<file path="config.mk">
export PLATFORM = sky130hd
export DESIGN_NAME = ht_request_arbiter
export DESIGN_NICKNAME = d
export VERILOG_FILES = /design/src/rtl/ht_request_arbiter.sv
export SDC_FILE = /design/constraint.sdc
export NUM_CORES = 1
export LEC_CHECK = 0
export CAP_MARGIN = 5
export CELL_PAD_IN_SITES_DETAIL_PLACEMENT = 0
export CELL_PAD_IN_SITES_GLOBAL_PLACEMENT = 1
export CORE_ASPECT_RATIO = 0.6
export CORE_MARGIN = 2
export CORE_UTILIZATION = 24
export DETAILED_ROUTE_END_ITERATION = 7
export PLACE_DENSITY = 0.81
export SYNTH_ARGS = -nofsm -noshare
export SYNTH_HDL_FRONTEND = slang
export SYNTH_SLANG_ARGS = --single-unit
</file>
<file path="constraint.sdc">
create_clock -name clk -period 7.2 [get_ports clk]
set_input_delay 2.16 -clock clk [delete_from_list [all_inputs] [get_ports clk]]
set_output_delay 2.16 -clock clk [all_outputs]
set_load 0.005 [all_outputs]
</file>
<file path="src/rtl/ht_request_arbiter.sv">
// Round-robin front end that shares one hash_table pipeline between NUM_PORTS requesters.
// Optional per-port grant counters are built when HT_ARB_STATS_EN is defined.
module ht_request_arbiter #(
    parameter int NUM_PORTS       = 4,
    parameter int KEY_WIDTH       = 2,
    parameter int DATA_WIDTH      = 32,
    parameter int MAX_OUTSTANDING = 4
) (
    input  logic                            clk,
    input  logic                            reset,
    input  logic [NUM_PORTS-1:0]            req_valid_i,
    output logic [NUM_PORTS-1:0]            req_ready_o,
    input  logic [NUM_PORTS*KEY_WIDTH-1:0]  req_key_i,
    input  logic [NUM_PORTS*DATA_WIDTH-1:0] req_data_i,
    input  logic [NUM_PORTS*2-1:0]          req_op_i,
    output logic [NUM_PORTS-1:0]            resp_valid_o,
    input  logic [NUM_PORTS-1:0]            resp_ready_i,
    output logic [DATA_WIDTH-1:0]           resp_data_o,
    output logic [3:0]                      resp_flags_o,
    output logic [KEY_WIDTH-1:0]            ht_key_o,
    output logic [DATA_WIDTH-1:0]           ht_data_o,
    output logic [1:0]                      ht_op_o,
    output logic                            ht_valid_o,
    output logic                            ht_ready_o,
    input  logic                            ht_valid_i,
    input  logic [DATA_WIDTH-1:0]           ht_read_data_i,
    input  logic [3:0]                      ht_flags_i,
    output logic                            err_unexpected_o
`ifdef HT_ARB_STATS_EN
    ,
    output logic [NUM_PORTS*16-1:0]         grant_count_o
`endif
);

    localparam int ID_W  = (NUM_PORTS > 1) ? $clog2(NUM_PORTS) : 1;
    localparam int PTR_W = $clog2(MAX_OUTSTANDING);
    localparam int CNT_W = PTR_W + 1;
    localparam logic [ID_W:0]    NP      = (ID_W+1)'(NUM_PORTS);
    localparam logic [CNT_W-1:0] MAX_CNT = CNT_W'(MAX_OUTSTANDING);

    logic [ID_W-1:0]       rr_ptr_q, rr_ptr_d;
    logic [PTR_W-1:0]      wr_ptr_q, wr_ptr_d, rd_ptr_q, rd_ptr_d;
    logic [CNT_W-1:0]      outstanding_q, outstanding_d;
    logic                  resp_full_q, resp_full_d;
    logic [DATA_WIDTH-1:0] resp_data_q, resp_data_d;
    logic [3:0]            resp_flags_q, resp_flags_d;
    logic                  err_q, err_d;
    logic [ID_W-1:0]       tag_mem_q [MAX_OUTSTANDING];

    logic                  found, grant, push, pop, hit, capture, issue_ok;
    logic [ID_W-1:0]       winner, head;
    logic [ID_W:0]         idx_sum, nxt_sum;
    logic [KEY_WIDTH-1:0]  win_key;
    logic [DATA_WIDTH-1:0] win_data;
    logic [1:0]            win_op;
    logic [CNT_W-1:0]      pending;

    // Round-robin search upward from rr_ptr, wrapping at NUM_PORTS-1.
    always_comb begin
        found   = 1'b0;
        winner  = '0;
        idx_sum = '0;
        for (int i = 0; i < NUM_PORTS; i++) begin
            idx_sum = {1'b0, rr_ptr_q} + (ID_W+1)'(i);
            if (idx_sum >= NP) idx_sum = idx_sum - NP;
            if (!found && req_valid_i[idx_sum[ID_W-1:0]]) begin
                found  = 1'b1;
                winner = idx_sum[ID_W-1:0];
            end
        end
    end

    always_comb begin
        win_key  = '0;
        win_data = '0;
        win_op   = 2'b00;
        for (int p = 0; p < NUM_PORTS; p++) begin
            if (winner == ID_W'(p)) begin
                win_key  = req_key_i[p*KEY_WIDTH +: KEY_WIDTH];
                win_data = req_data_i[p*DATA_WIDTH +: DATA_WIDTH];
                win_op   = req_op_i[p*2 +: 2];
            end
        end
    end

    always_comb begin
        head       = tag_mem_q[rd_ptr_q];
        ht_ready_o = ~resp_full_q | resp_ready_i[head];
        issue_ok   = ht_ready_o & (outstanding_q < MAX_CNT) & ~reset;
        grant      = issue_ok & found;
        push       = grant & (win_op != 2'b00);
        pop        = resp_full_q & resp_ready_i[head];
        // Results still owed by the table exclude the one already parked in the register.
        pending    = outstanding_q - CNT_W'(resp_full_q);
        hit        = ht_valid_i & ht_ready_o;
        capture    = hit & (pending != '0);

        ht_valid_o   = push;
        ht_key_o     = grant ? win_key  : '0;
        ht_data_o    = grant ? win_data : '0;
        ht_op_o      = grant ? win_op   : 2'b00;
        req_ready_o  = '0;
        resp_valid_o = '0;
        for (int p = 0; p < NUM_PORTS; p++) begin
            req_ready_o[p]  = grant & (winner == ID_W'(p));
            resp_valid_o[p] = resp_full_q & (head == ID_W'(p));
        end
        resp_data_o      = resp_full_q ? resp_data_q  : '0;
        resp_flags_o     = resp_full_q ? resp_flags_q : 4'b0000;
        err_unexpected_o = err_q;

        nxt_sum = {1'b0, winner} + (ID_W+1)'(1);
        if (nxt_sum >= NP) nxt_sum = '0;
        rr_ptr_d      = grant ? nxt_sum[ID_W-1:0] : rr_ptr_q;
        wr_ptr_d      = wr_ptr_q + PTR_W'(push);
        rd_ptr_d      = rd_ptr_q + PTR_W'(pop);
        outstanding_d = outstanding_q + CNT_W'(push) - CNT_W'(pop);
        resp_full_d   = capture | (resp_full_q & ~pop);
        resp_data_d   = capture ? ht_read_data_i : resp_data_q;
        resp_flags_d  = capture ? ht_flags_i     : resp_flags_q;
        err_d         = err_q | (hit & (pending == '0));
    end

    always_ff @(posedge clk) begin
        if (reset) begin
            rr_ptr_q      <= '0;
            wr_ptr_q      <= '0;
            rd_ptr_q      <= '0;
            outstanding_q <= '0;
            resp_full_q   <= 1'b0;
            err_q         <= 1'b0;
        end else begin
            rr_ptr_q      <= rr_ptr_d;
            wr_ptr_q      <= wr_ptr_d;
            rd_ptr_q      <= rd_ptr_d;
            outstanding_q <= outstanding_d;
            resp_full_q   <= resp_full_d;
            err_q         <= err_d;
        end
    end

    always_ff @(posedge clk) begin
        resp_data_q  <= resp_data_d;
        resp_flags_q <= resp_flags_d;
        if (push) tag_mem_q[wr_ptr_q] <= winner;
    end

`ifdef HT_ARB_STATS_EN
    logic [15:0] gcnt_q [NUM_PORTS];
    logic [15:0] gcnt_d [NUM_PORTS];

    function automatic logic [15:0] sat_inc16(input logic [15:0] v);
        return (v == 16'hFFFF) ? v : v + 16'd1;
    endfunction

    always_comb begin
        grant_count_o = '0;
        for (int p = 0; p < NUM_PORTS; p++) begin
            gcnt_d[p] = (push && winner == ID_W'(p)) ? sat_inc16(gcnt_q[p]) : gcnt_q[p];
            grant_count_o[p*16 +: 16] = gcnt_q[p];
        end
    end

    always_ff @(posedge clk) begin
        for (int p = 0; p < NUM_PORTS; p++) begin
            gcnt_q[p] <= reset ? 16'd0 : gcnt_d[p];
        end
    end
`endif

endmodule
</file>
### Yosys cells after proc, flatten, opt, wreduce, memory -nomap -nowiden

Memory sizes are Yosys's and may differ from the RTL's. A register that Yosys moved wholly into a read port is not among the register bits.
Index checks and enable logic that the tools add are counted.

* flip-flop bits (word level): 47
* latch bits: 0
* memory bits (writable): 8
* memory bits (read-only): 0
* input port bits: 191
* output and inout port bits: 83
* word-level logic and storage cells: 116
* memories kept: 1

* $add $sub $neg: 13
* multiply operators: 0
* divide/modulo/power cells: 0
* $lt $le $gt $ge: 11
* equal/unequal tests: 6
* shift-type cells: 0
* mux-type cells: 43
* bitwise gates (word level): 23
* reduce and logical (&&, ||, !) cells: 11

Memories
* tag_mem_q: depth 4, bits a word 2, rd ports 1, clocked after memory_dff 1, wr ports 1, line 48 `logic [ID_W-1:0] tag_mem_q [MAX_OUTSTANDING];`

Operators by type and width (number)
* 2-to-1 mux 32 bit: 6
* 2-to-1 mux 2 bit: 20
* AND 1 bit: 17
* less-than comparator 2 x 3 -> 1 bit, second input constant: 5
* >= comparator 3 bit, second input constant: 4
* 2-to-1 mux 1 bit: 11
* binary-select mux 1 bit (select 2 bit): 5
* == test 2 bit, second input constant: 4
* subtractor 2 x 1 -> 2 bit, second input constant: 4
* adder 2 x 1 -> 3 bit, second input constant: 2
* adder 2 x 2 -> 3 bit, second input constant: 2
* subtractor 3 x 1 -> 3 bit: 2
* adder 2 x 1 -> 2 bit: 2
* == test 2 x 1 -> 1 bit, second input constant: 2
* logical NOT 2 bit: 2
* 2-to-1 mux 4 bit: 1
* adder 3 x 1 -> 3 bit: 1
* >= comparator 2 x 3 -> 1 bit, second input constant: 1
* logical AND 1 bit: 3
* logical NOT 1 bit: 3
* logical NOT 3 bit: 1
* less-than comparator 3 bit, second input constant: 1
* inverter 1 bit: 3
* OR 1 bit: 3
* other kinds (2): 2

### Logic depth before layout (Yosys ltp)

* depth in word-level cells: 23
* depth in mapped cells: 16
* gate-level depth less buffers: 15

### Least setup slack after synthesis

No wires, ideal clock.

* path type: in2out
* start: in req_valid_i[2]
* end: out ht_data_o[12]
* arrival time: 4.217 ns
* required time: 5.040 ns
* slack: 0.823 ns
* stages: 10
* buffers on the path: 3
* cells stage by stage: inv_1 > o22ai_1 > a211oi_1 > ha_1 > clkbuf_1 > clkbuf_1 > buf_1 > o211ai_1 > o211ai_1 > a21oi_1

* cells in the longest elaborated chain, start to end: 18
* elaborated cells on any way between the ends: 32
* those cells by class: 3 x eq/ne; 21 x mux; 1 x bitwise; 7 x reduce/logical

Ends and longest elaborated chain
* start, declared: line 11 `input logic [NUM_PORTS-1:0] req_valid_i,`
* binary-select mux 1 bit (select 2 bit): line 66 `if (!found && req_valid_i[idx_sum[ID_W-1:0]]) begin`
* 2-to-1 mux 1 bit (implied by the code): line 66
* 2-to-1 mux 1 bit: line 66
* logical NOT 1 bit: line 66
* logical AND 1 bit: line 66
* 2-to-1 mux 1 bit: line 66
* logical NOT 1 bit: line 66
* logical AND 1 bit: line 66
* 2-to-1 mux 1 bit: line 66
* logical NOT 1 bit: line 66
* logical AND 1 bit: line 66
* 2-to-1 mux 2 bit (*): line 66
* net winner[0]: line 51 `logic [ID_W-1:0] winner, head;`
* logical NOT 2 bit: line 78 `if (winner == ID_W'(p)) begin`
* 2-to-1 mux 32 bit (3 in a row): line 78
* 2-to-1 mux 32 bit (*): line 78
* 2-to-1 mux 32 bit (*): line 100 `ht_data_o = grant ? win_data : '0;`
* end, declared: line 21 `output logic [DATA_WIDTH-1:0] ht_data_o,`

Mark *: on every way through the listed nets, which the timed path passes. The rest lies on a longest branch. The select of a mux whose other input is x is not followed.

### Worst setup path after layout

* start: in req_valid_i[0]
* end: out ht_data_o[14]

Same word-level chain as after synthesis.

==> metrics.log <==
INFO  metric run_status = completed
INFO  metric yosys_warnings = 0
INFO  metric clk_latency = just under 300 ps
INFO  metric avgViaCountPerCell = 4.62
INFO  metric clock_skew = 4.85 ps
INFO  metric report.power.total = 2.04 mW
INFO  metric use_met2 = 26.8%
INFO  metric areaGrowthSynthToFinish = 88.8%
INFO  metric synth_seq_cells = 55
INFO  metric yosysTopAreaCellShare = 35.7%
INFO  metric max_slew.worst_pin.slew = 1160 ps
INFO  metric grt_antenna_before_repair = 0
INFO  metric postLayoutCellArea = roughly 7000 sq um
INFO  metric first_global_vias = 4,150
INFO  metric die_width = 164 microns
INFO  metric synth_ff_type = sky130_fd_sc_hd__edfxtp_1
INFO  metric synth_edf_count = 44
INFO  metric initial_core_util = roughly 24%
INFO  metric synthDistinctLibCells = just over 40
INFO  metric timing.max_slew.rel_slack = 22.4%
INFO  metric io_pins = 274
INFO  metric num_antenna_cells = 0
INFO  metric first_pass_iters = 4
INFO  metric synth_cells = 422
INFO  metric cts.sinks = 55
INFO  metric rsz0062_at_grt = false
INFO  metric detailroute.via_count = 4,142
INFO  metric power_leakage = roughly 2.5 nW
INFO  metric cts-buffers-inserted = 5
INFO  metric rows = 35
INFO  metric worst-endpoint-required = roughly 5000 ps
INFO  metric synth_sequential_area_ratio = around two fifths
INFO  metric total_core_area = 15,200 sq um
INFO  metric setup_viol_count_final = 0
INFO  metric syn_avg_cell_area = 8.76 sq um
INFO  metric cts_max_path_buffers = 2
INFO  metric clock_tree.root_cell = sky130_fd_sc_hd__clkbuf_16
INFO  metric first_pass_grt_wire_length = 22,100 microns
INFO  metric final_util = 45.9%
INFO  metric synth_top_cells_by_count = sky130_fd_sc_hd__nand2_1, sky130_fd_sc_hd__o211ai_1, sky130_fd_sc_hd__edfxtp_1, sky130_fd_sc_hd__a21oi_1, sky130_fd_sc_hd__and2_1
INFO  metric fin_crit = around 7000 ps
INFO  metric portBuffers = between 200 and 300
INFO  metric detail_route.iter0.violations = 229
INFO  metric fmax = 143 MHz
INFO  metric max-vdd-ir-drop = between 0.1 and 0.15 mV
INFO  metric cts.hold.buffers_added = 0
INFO  metric hpwlAfterDp = 11,600 microns
INFO  metric gr-max-usage-layer = met2
INFO  metric final_net_count = 893
INFO  metric yosysMostFrequentCell = sky130_fd_sc_hd__nand2_1
INFO  metric die_h = roughly 100 microns
INFO  metric ys_top_cells_by_area = sky130_fd_sc_hd__edfxtp_1, sky130_fd_sc_hd__o211ai_1, sky130_fd_sc_hd__nand2_1, sky130_fd_sc_hd__and2_1, sky130_fd_sc_hd__dfxtp_1
INFO  metric remaining_drcs = 0
INFO  metric tritoncts = done
INFO  metric gp_routability_congestion = 0.886
INFO  metric power.density_cell_area = 293 nW/um^2
INFO  metric critical_path.startpoint_type = input port
INFO  metric grt_overflow_total = 0
INFO  metric totalNegativeSetupSlack = 0 ps
INFO  metric drive_above_1_share = approximately 6.6%
INFO  metric syn-cell-area = ~3700 sq um
INFO  metric path_clk_slew = ~70 ps
INFO  metric die_area = 16,400 sq um
INFO  metric asyncSetResetFlopFracSynth = 0%
INFO  metric hold_path.class = reg2reg
INFO  metric grtUsageMet1 = between 20 and 30%
INFO  metric cp_max_fo = 12
INFO  metric critical_path_class = in2out
INFO  metric fin_crit_sh = just under 100%
INFO  metric post_detailed_routing_wire_length = between 10,000 and 15,000 microns
INFO  metric drt-wirelength-per-cell = 16.3 microns
INFO  metric met3_global_route_usage = 2.56%
INFO  metric worst_hold_slack = 452 ps
INFO  metric finalHoldViolations = 0
INFO  metric netlist.top_cell.by_area = sky130_fd_sc_hd__edfxtp_1
INFO  metric ant_nets = 0
INFO  metric grt_max_degree = between 40 and 50
INFO  metric global_routing_usage_summed_across_all_routing_layers = 16.8%
INFO  metric maxCapViolations = 0
INFO  metric finalMaxSlewViolations = 0
INFO  metric critical_path_arrival = between 4000 and 5000 ps
INFO  metric critPathCaptureType = primary output
INFO  metric cts_max_level = 2
INFO  metric dpl_cell_area = 6770 sq um
INFO  metric synth.net_count = between 600 and 700
layer usage:
layer  up-vias  part of all wire, %
met4         0                    0
li1       2047                    -
met3         0                  4.9
met1      1986                   49
met5         -                    0
met2       109                   46
kinds of logic after synthesis:
family                     count (synthesis)  share of synthesized area (%)
and+or+nand+nor                          177                           22.3
adders and majority gates                 10                           3.59
AOI/OAI and AO/OA                        118                           22.0
buffers and inverters                     48                           5.69
muxes                                      9                           3.52
xor gates and xnor gates                   5                           1.18
DFF                                       55                           41.7
final cells by class:
class                      instances  area, sq um
clock buffer                       6          129
fill                            1402         8220
sequential                        55         1540
timing repair buffer             299         3010
clock inverter                     2         12.5
tap                              203          254
inverter                          12         47.5
multi-input combinational        319         1990
critical path, stage by stage:
cell	delay, ps
sky130_fd_sc_hd__clkdlybuf4s50_1	510
sky130_fd_sc_hd__nand2b_1	80
sky130_fd_sc_hd__nor2b_1	130
sky130_fd_sc_hd__o22a_1	200
sky130_fd_sc_hd__inv_1	120
sky130_fd_sc_hd__ha_2	320
sky130_fd_sc_hd__buf_4	230
sky130_fd_sc_hd__nand2_1	80
sky130_fd_sc_hd__o211ai_1	100
sky130_fd_sc_hd__o211ai_1	110
sky130_fd_sc_hd__a21oi_1	230
sky130_fd_sc_hd__clkdlybuf4s50_1	550
power by group:
group	total, mW	internal, mW	switching, mW
sequential	0.544	0.484	0.0602
combinational	1.26	0.675	0.585
clock	0.237	0.129	0.108
final timing paths:
check / slack (ps) / cells past startpoint / start / endpoint
max: 220 / 12 / req_valid_i[0] / ht_data_o[14]
max reg2reg: 3870 / 12 / rd_ptr_q[0]$_SDFF_PP0_ / outstanding_q[2]$_SDFF_PP0_
min reg2reg: 450 / 2 / err_unexpected_o$_SDFF_PP0_ / err_unexpected_o$_SDFF_PP0_
min: 450 / 2 / err_unexpected_o$_SDFF_PP0_ / err_unexpected_o$_SDFF_PP0_
sequential cells by signal, summed over array words and instances (netlist names):
name	cells
resp_full_q	1
rr_ptr_q	2
rd_ptr_q	2
wr_ptr_q	2
outstanding_q	3
err_unexpected_o	1
resp_data_q	32
resp_flags_q	4
tag_mem_q	8
through the flow:
step           setup slack (ps)  std cells
2_1_floorplan               823        422
3_3_place_gp                131        885
3_5_place_dp               63.2        885
4_1_cts                    43.8        893
5_1_grt                    41.6        896
6_report                    223        896
timing repair:
item | CTS | global route
resized for setup | 0 | 11
endpoints found under the hold margin | 0 | 0
buffers inserted | 0 | 3
endpoints found under the setup margin | 0 | 33
cell usage in the layout, fill, tap and decap left out, types with 2 or more instances in the layout:
cell type,instances
sky130_fd_sc_hd__buf_6,3
sky130_fd_sc_hd__and3_1,2
sky130_fd_sc_hd__clkbuf_16,5
sky130_fd_sc_hd__ha_1,7
sky130_fd_sc_hd__nand3b_1,3
sky130_fd_sc_hd__clkdlybuf4s50_1,271
sky130_fd_sc_hd__nor2b_1,9
sky130_fd_sc_hd__buf_12,5
sky130_fd_sc_hd__a221o_1,2
sky130_fd_sc_hd__mux2_4,2
sky130_fd_sc_hd__o211ai_1,66
sky130_fd_sc_hd__xnor2_1,4
sky130_fd_sc_hd__nand2b_1,4
sky130_fd_sc_hd__dfxtp_1,11
sky130_fd_sc_hd__buf_4,18
sky130_fd_sc_hd__dlymetal6s2s_1,2
sky130_fd_sc_hd__inv_1,11
sky130_fd_sc_hd__a21oi_1,37
sky130_fd_sc_hd__and2_1,36
sky130_fd_sc_hd__nand2_1,103
sky130_fd_sc_hd__nor2_1,14
sky130_fd_sc_hd__mux2i_1,4
sky130_fd_sc_hd__nor4_1,2
sky130_fd_sc_hd__edfxtp_1,44
Note: power is estimated with default switching activity, not from simulation.
